===== config.mk =====
export PLATFORM = sky130hd
export DESIGN_NAME = pu_riscv_biu_arbiter
export DESIGN_NICKNAME = d
export VERILOG_FILES = /design/src/rtl/pu_riscv_biu_arbiter.sv
export SDC_FILE = /design/constraint.sdc
export NUM_CORES = 1
export LEC_CHECK = 0
export ABC_AREA = 1
export BUFFER_PORTS_ARGS = -buffer_cell sky130_fd_sc_hd__buf_2
export CAP_MARGIN = 20
export CORE_AREA = 2 2 321 323
export DETAILED_ROUTE_END_ITERATION = 7
export DIE_AREA = 0 0 323 325
export PLACE_DENSITY = 0.3
export SKIP_CTS_REPAIR_TIMING = 1
export SYNTH_ARGS = -nofsm -noshare
export SYNTH_HDL_FRONTEND = slang
export SYNTH_SLANG_ARGS = --single-unit

===== constraint.sdc =====
create_clock -name HCLK -period 5.9 [get_ports HCLK]
set_input_delay 0.295 -clock HCLK [delete_from_list [all_inputs] [get_ports HCLK]]
set_output_delay 0.295 -clock HCLK [all_outputs]
set_load 0.1 [all_outputs]

===== src/rtl/pu_riscv_biu_arbiter.sv =====
// Two-port BIU arbiter: shares one BIU master port between the data-memory BIU
// (port 0) and the instruction-memory BIU (port 1), round-robin with lock support.
module pu_riscv_biu_arbiter #(
    parameter int XLEN = 64,
    parameter int PLEN = 64
) (
    input  logic            HCLK,
    input  logic            HRESETn,

    input  logic            s0_biu_stb_i,
    output logic            s0_biu_stb_ack_o,
    output logic            s0_biu_d_ack_o,
    input  logic [PLEN-1:0] s0_biu_adri_i,
    output logic [PLEN-1:0] s0_biu_adro_o,
    input  logic [2:0]      s0_biu_size_i,
    input  logic [2:0]      s0_biu_type_i,
    input  logic [2:0]      s0_biu_prot_i,
    input  logic            s0_biu_lock_i,
    input  logic            s0_biu_we_i,
    input  logic [XLEN-1:0] s0_biu_d_i,
    output logic [XLEN-1:0] s0_biu_q_o,
    output logic            s0_biu_ack_o,
    output logic            s0_biu_err_o,

    input  logic            s1_biu_stb_i,
    output logic            s1_biu_stb_ack_o,
    output logic            s1_biu_d_ack_o,
    input  logic [PLEN-1:0] s1_biu_adri_i,
    output logic [PLEN-1:0] s1_biu_adro_o,
    input  logic [2:0]      s1_biu_size_i,
    input  logic [2:0]      s1_biu_type_i,
    input  logic [2:0]      s1_biu_prot_i,
    input  logic            s1_biu_lock_i,
    input  logic            s1_biu_we_i,
    input  logic [XLEN-1:0] s1_biu_d_i,
    output logic [XLEN-1:0] s1_biu_q_o,
    output logic            s1_biu_ack_o,
    output logic            s1_biu_err_o,

    output logic            m_biu_stb_o,
    input  logic            m_biu_stb_ack_i,
    input  logic            m_biu_d_ack_i,
    output logic [PLEN-1:0] m_biu_adri_o,
    input  logic [PLEN-1:0] m_biu_adro_i,
    output logic [2:0]      m_biu_size_o,
    output logic [2:0]      m_biu_type_o,
    output logic [2:0]      m_biu_prot_o,
    output logic            m_biu_lock_o,
    output logic            m_biu_we_o,
    output logic [XLEN-1:0] m_biu_d_o,
    input  logic [XLEN-1:0] m_biu_q_i,
    input  logic            m_biu_ack_i,
    input  logic            m_biu_err_i
);

    localparam logic [1:0] ST_IDLE  = 2'd0;
    localparam logic [1:0] ST_BUSY  = 2'd1;
    localparam logic [1:0] ST_DRAIN = 2'd2;

    localparam logic [2:0] BT_SINGLE = 3'd0;
    localparam logic [2:0] BT_INCR   = 3'd1;
    localparam logic [2:0] BT_WRAP4  = 3'd2;
    localparam logic [2:0] BT_INCR4  = 3'd3;
    localparam logic [2:0] BT_WRAP8  = 3'd4;
    localparam logic [2:0] BT_INCR8  = 3'd5;
    localparam logic [2:0] BT_WRAP16 = 3'd6;
    localparam logic [2:0] BT_INCR16 = 3'd7;

    logic [1:0] r_state;
    logic       r_owner;
    logic       r_last;
    logic [4:0] r_pend;

    logic [1:0] w_state_nxt;
    logic [4:0] w_pend_sum;
    logic [4:0] w_pend_nxt;
    logic [4:0] w_beats;
    logic       w_busy;
    logic       w_active;
    logic       w_own_stb;
    logic       w_own_lock;
    logic       w_oth_stb;
    logic       w_accept;
    logic       w_any_req;
    logic       w_grant;

    assign w_busy     = (r_state == ST_BUSY);
    assign w_active   = (r_state == ST_BUSY) || (r_state == ST_DRAIN);
    assign w_own_stb  = r_owner ? s1_biu_stb_i  : s0_biu_stb_i;
    assign w_own_lock = r_owner ? s1_biu_lock_i : s0_biu_lock_i;
    assign w_oth_stb  = r_owner ? s0_biu_stb_i  : s1_biu_stb_i;
    assign w_accept   = w_busy & w_own_stb & m_biu_stb_ack_i;
    assign w_any_req  = s0_biu_stb_i | s1_biu_stb_i;
    // On a tie the port that did not win last time is granted.
    assign w_grant    = (s0_biu_stb_i & s1_biu_stb_i) ? ~r_last : s1_biu_stb_i;

    // Request fields always follow the owner; only the strobe and lock are gated.
    assign m_biu_adri_o = r_owner ? s1_biu_adri_i : s0_biu_adri_i;
    assign m_biu_size_o = r_owner ? s1_biu_size_i : s0_biu_size_i;
    assign m_biu_type_o = r_owner ? s1_biu_type_i : s0_biu_type_i;
    assign m_biu_prot_o = r_owner ? s1_biu_prot_i : s0_biu_prot_i;
    assign m_biu_we_o   = r_owner ? s1_biu_we_i   : s0_biu_we_i;
    assign m_biu_d_o    = r_owner ? s1_biu_d_i    : s0_biu_d_i;
    assign m_biu_stb_o  = w_busy & w_own_stb;
    assign m_biu_lock_o = w_busy & w_own_lock;

    assign s0_biu_stb_ack_o = w_accept & ~r_owner;
    assign s1_biu_stb_ack_o = w_accept &  r_owner;
    assign s0_biu_d_ack_o   = w_active & ~r_owner & m_biu_d_ack_i;
    assign s1_biu_d_ack_o   = w_active &  r_owner & m_biu_d_ack_i;
    assign s0_biu_ack_o     = w_active & ~r_owner & m_biu_ack_i;
    assign s1_biu_ack_o     = w_active &  r_owner & m_biu_ack_i;
    assign s0_biu_err_o     = w_active & ~r_owner & m_biu_err_i;
    assign s1_biu_err_o     = w_active &  r_owner & m_biu_err_i;
    assign s0_biu_q_o       = m_biu_q_i;
    assign s1_biu_q_o       = m_biu_q_i;
    assign s0_biu_adro_o    = m_biu_adro_i;
    assign s1_biu_adro_o    = m_biu_adro_i;

    always_comb begin
        // NOTE: default assignment first so every path drives w_beats and no latch is inferred.
        w_beats = 5'd1;
        case (m_biu_type_o)
            BT_SINGLE, BT_INCR:   w_beats = 5'd1;
            BT_WRAP4,  BT_INCR4:  w_beats = 5'd4;
            BT_WRAP8,  BT_INCR8:  w_beats = 5'd8;
            BT_WRAP16, BT_INCR16: w_beats = 5'd16;
            default:              w_beats = 5'd1;
        endcase
    end

    // An ack with nothing outstanding is dropped, so the counter never wraps below zero.
    assign w_pend_sum = r_pend + (w_accept ? w_beats : 5'd0);

    always_comb begin
        w_pend_nxt = w_pend_sum;
        if (w_active && m_biu_err_i) begin
            w_pend_nxt = 5'd0;
        end else if (w_active && m_biu_ack_i && (w_pend_sum != 5'd0)) begin
            w_pend_nxt = w_pend_sum - 5'd1;
        end
    end

    always_comb begin
        w_state_nxt = r_state;
        case (r_state)
            ST_IDLE: begin
                if (w_any_req) w_state_nxt = ST_BUSY;
            end
            ST_BUSY: begin
                if (m_biu_err_i) begin
                    w_state_nxt = ST_IDLE;
                end else if (w_accept && w_oth_stb && !w_own_lock) begin
                    w_state_nxt = ST_DRAIN;
                end else if ((w_pend_nxt == 5'd0) && !w_own_stb) begin
                    w_state_nxt = ST_IDLE;
                end
            end
            ST_DRAIN: begin
                if (m_biu_err_i || (w_pend_nxt == 5'd0)) w_state_nxt = ST_IDLE;
            end
            default: w_state_nxt = ST_IDLE;
        endcase
    end

    // r_last resets to 1 so port 0 wins the first tie after reset.
    always_ff @(posedge HCLK or negedge HRESETn) begin
        if (!HRESETn) begin
            r_state <= ST_IDLE;
            r_owner <= 1'b0;
            r_last  <= 1'b1;
            r_pend  <= 5'd0;
        end else begin
            // NOTE: non-blocking assignments so every register samples pre-edge values.
            r_state <= w_state_nxt;
            r_pend  <= w_pend_nxt;
            if ((r_state == ST_IDLE) && w_any_req) begin
                r_owner <= w_grant;
                r_last  <= w_grant;
            end
        end
    end

endmodule


==> metrics.txt <==
Yosys top cell by area buf_4; full die area ~100000 um2; CP Max Fanout 62; Slew @ Worst Pin 939 ps; Residual DRC 0; CTS Buf Count 3; leakage power around 3.6 nW; synth warn 0; clock-pin slew on the worst setup and hold paths approximately 40 ps; Worst path max stage delay 680 ps; RSZ-0062 raised after global routing no; die height approximately 330 um; Mapped Area roughly 4600 um2; delay-heaviest family, CP simple AND/OR/NAND/NOR gates; Hold Crit Class in -> reg; Site Rows 117; IO Pins 818; relative slew slack 37.4%; Synth Instances ~840; Total Wirelength approximately 44 mm; worst vdd ir approximately 350 uV; Initial Util 4.50%; Clock Tree Buf Depth 2; nature of the critical path startpoint register; DRC marker count from the first detailed-route iteration 250; period utilisation layout 63.4%; Placer Congestion approximately 0.76; Slowest cell on crit path dfrtp_4; Fin Clk Skew around 0.50 ps; setup TNS 0 ps; Distinct cells, synth 27; number of global-route vias before repair 5471; Global Route Usage Sum between 7 and 8%; Max-Cap Viols 0; sequential area share after synthesis roughly 5.0%; I/O Buffers ~430; die width about 320 um; Synth Register Bits 9; Antenna Nets Post-Route 0; status finished, final reports clean; routed len/inst 18.4 um; initial antenna violation count 40; Avg Inst Size Synth around 5.4 um2; Via density approximately 2.4; syn nets approximately 1300; Nets between 1000 and 1500; post-synth top area share between 40% and 50%; DRT Pass-1 Iters 4; fmax 267 MHz; WS Path Type reg -> reg; Total Power ~5.0 mW; fin. max-slew vios 0; dpl hpwl about 40 mm; Fillers 12273; largest net degree at the start of global routing 84; Placeable Area 101000 um2; vias 5624; CP Capture Type register; Power Density 774 nW/um2; wire length of the first global-routing pass 54.1 mm; WP data required between 6000 and 7000 ps; most used cell, CP nand2_1; clk_lat worst skew 230 ps; critical path arrival slightly below 4000 ps; critical-path cell list inv_6 > nand2_1 > nand2_4 > nand3_4 > nor3_1 > ha_1 > ha_1 > inv_1 > ha_1 > nand2_1 > nor2_1 > nand2_4 > nand2_4 > nand2_1 > nand3_1 > nand3_1 > o21ai_2 > nand2_1 > nand2_1 > nand2_1; grt ovf 0; P&R area growth vs syn 43.1%; share of layout cells above drive strength 1 between 40 and 50%; clock root buffer master clkbuf_16; H-tree depth 1; Hold Violations, Final 0; CTS tree built; final setup violation count 0; Min Clock Period, post-route 3740 ps; Buf+Inv Stages, Crit Path 2; clk sink count 9; Area contributors post-synth buf_4 (42%), nand2_1 (37%), dfrtp_1 (4.4%)
[worst paths after layout]
kind / start / endpoint / slack [ps] / cells past startpoint
setup reg to reg: r_owner$_DFFE_PN0P_ / r_state[0]$_DFFE_PN0P_ / 2160 / 20
min in group asynchronous: HRESETn / r_owner$_DFFE_PN0P_ / 470 / 2
setup / recovery: r_owner$_DFFE_PN0P_ / r_state[0]$_DFFE_PN0P_ / 2160 / 20
hold / removal: s0_biu_stb_i / r_last$_DFFE_PN1P_ / 390 / 3
hold reg to reg: r_state[1]$_DFFE_PN0P_ / r_state[1]$_DFFE_PN0P_ / 500 / 2
max in group asynchronous: HRESETn / r_last$_DFFE_PN1P_ / 5180 / 2
[metrics by stage]
stage / std cells / setup WS, ps / hold WS (ps) / utilization (%) / instance area [um2]
after floorplan: 844 / 3010 / -0.591 / - / 4560
after global placement: 2361 / 2060 / 173 / 6.34 / 6420
after detailed placement: 2361 / 2010 / 165 / 6.34 / 6420
after CTS: 2365 / 1990 / -82.8 / 6.42 / 6500
after global routing: 2366 / 1670 / 426 / 6.43 / 6510
final: 2369 / 2160 / 393 / 6.43 / 6520
[sequential cells by signal (all words and copies together) (netlist names)]
signal   count
r_last       1
r_owner      1
r_pend       5
r_state      2
[metal layers]
layer	track usage, %	share of wire, %
met5	0.139	0.18
met4	1.11	2.2
met3	6.03	18
met2	11.0	38
met1	9.54	42
[layout by cell type, fill, tap and decap left out, drive strengths merged]
master,Yosys,layout
a21o,1,1
a21oi,2,2
buf,257,436
clkbuf,30,3
clkinv,0,1
dfrtp,8,8
dfstp,1,1
diode,0,3
dlygate4sd3,0,1
ha,9,9
inv,30,30
mux2i,1,1
nand2,457,457
nand3,21,21
nand3b,1,1
nor2,13,13
nor3,3,3
o211ai,1,1
o21a,1,1
o21ai,5,5
or2,1,1
xor2,2,2
[final cells by class]
cell class	count	area (um2)	area share [%]
timing repair buffer	437	2200	33.7
multi-input combinational	518	2170	33.3
tap	1368	1710	26.3
sequential	9	230	3.53
inverter	30	118	1.80
clock buffer	3	75.1	1.15
antenna	3	7.51	0.115
clock inverter	1	5.00	0.0768
[where the power goes]
part	switching (mW)	internal (mW)
clock network	0.0309	0.0894
logic	4.13	0.634
registers	0.0679	0.0926
total	4.23	0.816
[worst reg2reg max path, delay by kind of cell (launching register included)]
family / cells / cell delay [ps]
AOI/OAI and AO/OA: 1 / 160
DFF: 1 / 680
buffers and inverters: 2 / 630
and+or+nand+nor: 14 / 1570
adders and majority gates: 3 / 600
[synthesized netlist by cell type]
master	number
nand3_1	19
inv_1	27
nand3_2	1
buf_6	1
inv_2	3
clkbuf_1	30
a21oi_1	2
nand2_4	5
nand2_1	446
dfrtp_1	8
o21ai_2	1
nand3_4	1
dfstp_2	1
a21o_1	1
nand2_2	6
nor3_1	3
o21a_1	1
nor2_1	12
mux2i_1	1
nand3b_1	1
ha_1	9
o21ai_0	4
or2_1	1
nor2_2	1
o211ai_1	1
buf_4	256
xor2_1	2
[cells by family after synthesis]
group                    count (synthesis)  share of synthesized area, %
flip-flops                               9                          4.97
adder cells (fa/ha/maj)                  9                          2.47
AO/OA/AOI/OAI                           10                          1.35
AND/OR/NAND/NOR                        496                          43.2
buffers and inverters                  317                          47.4
multiplexers                             1                         0.220
XOR/XNOR                                 2                         0.384
Power figures use the tool's default switching activity.
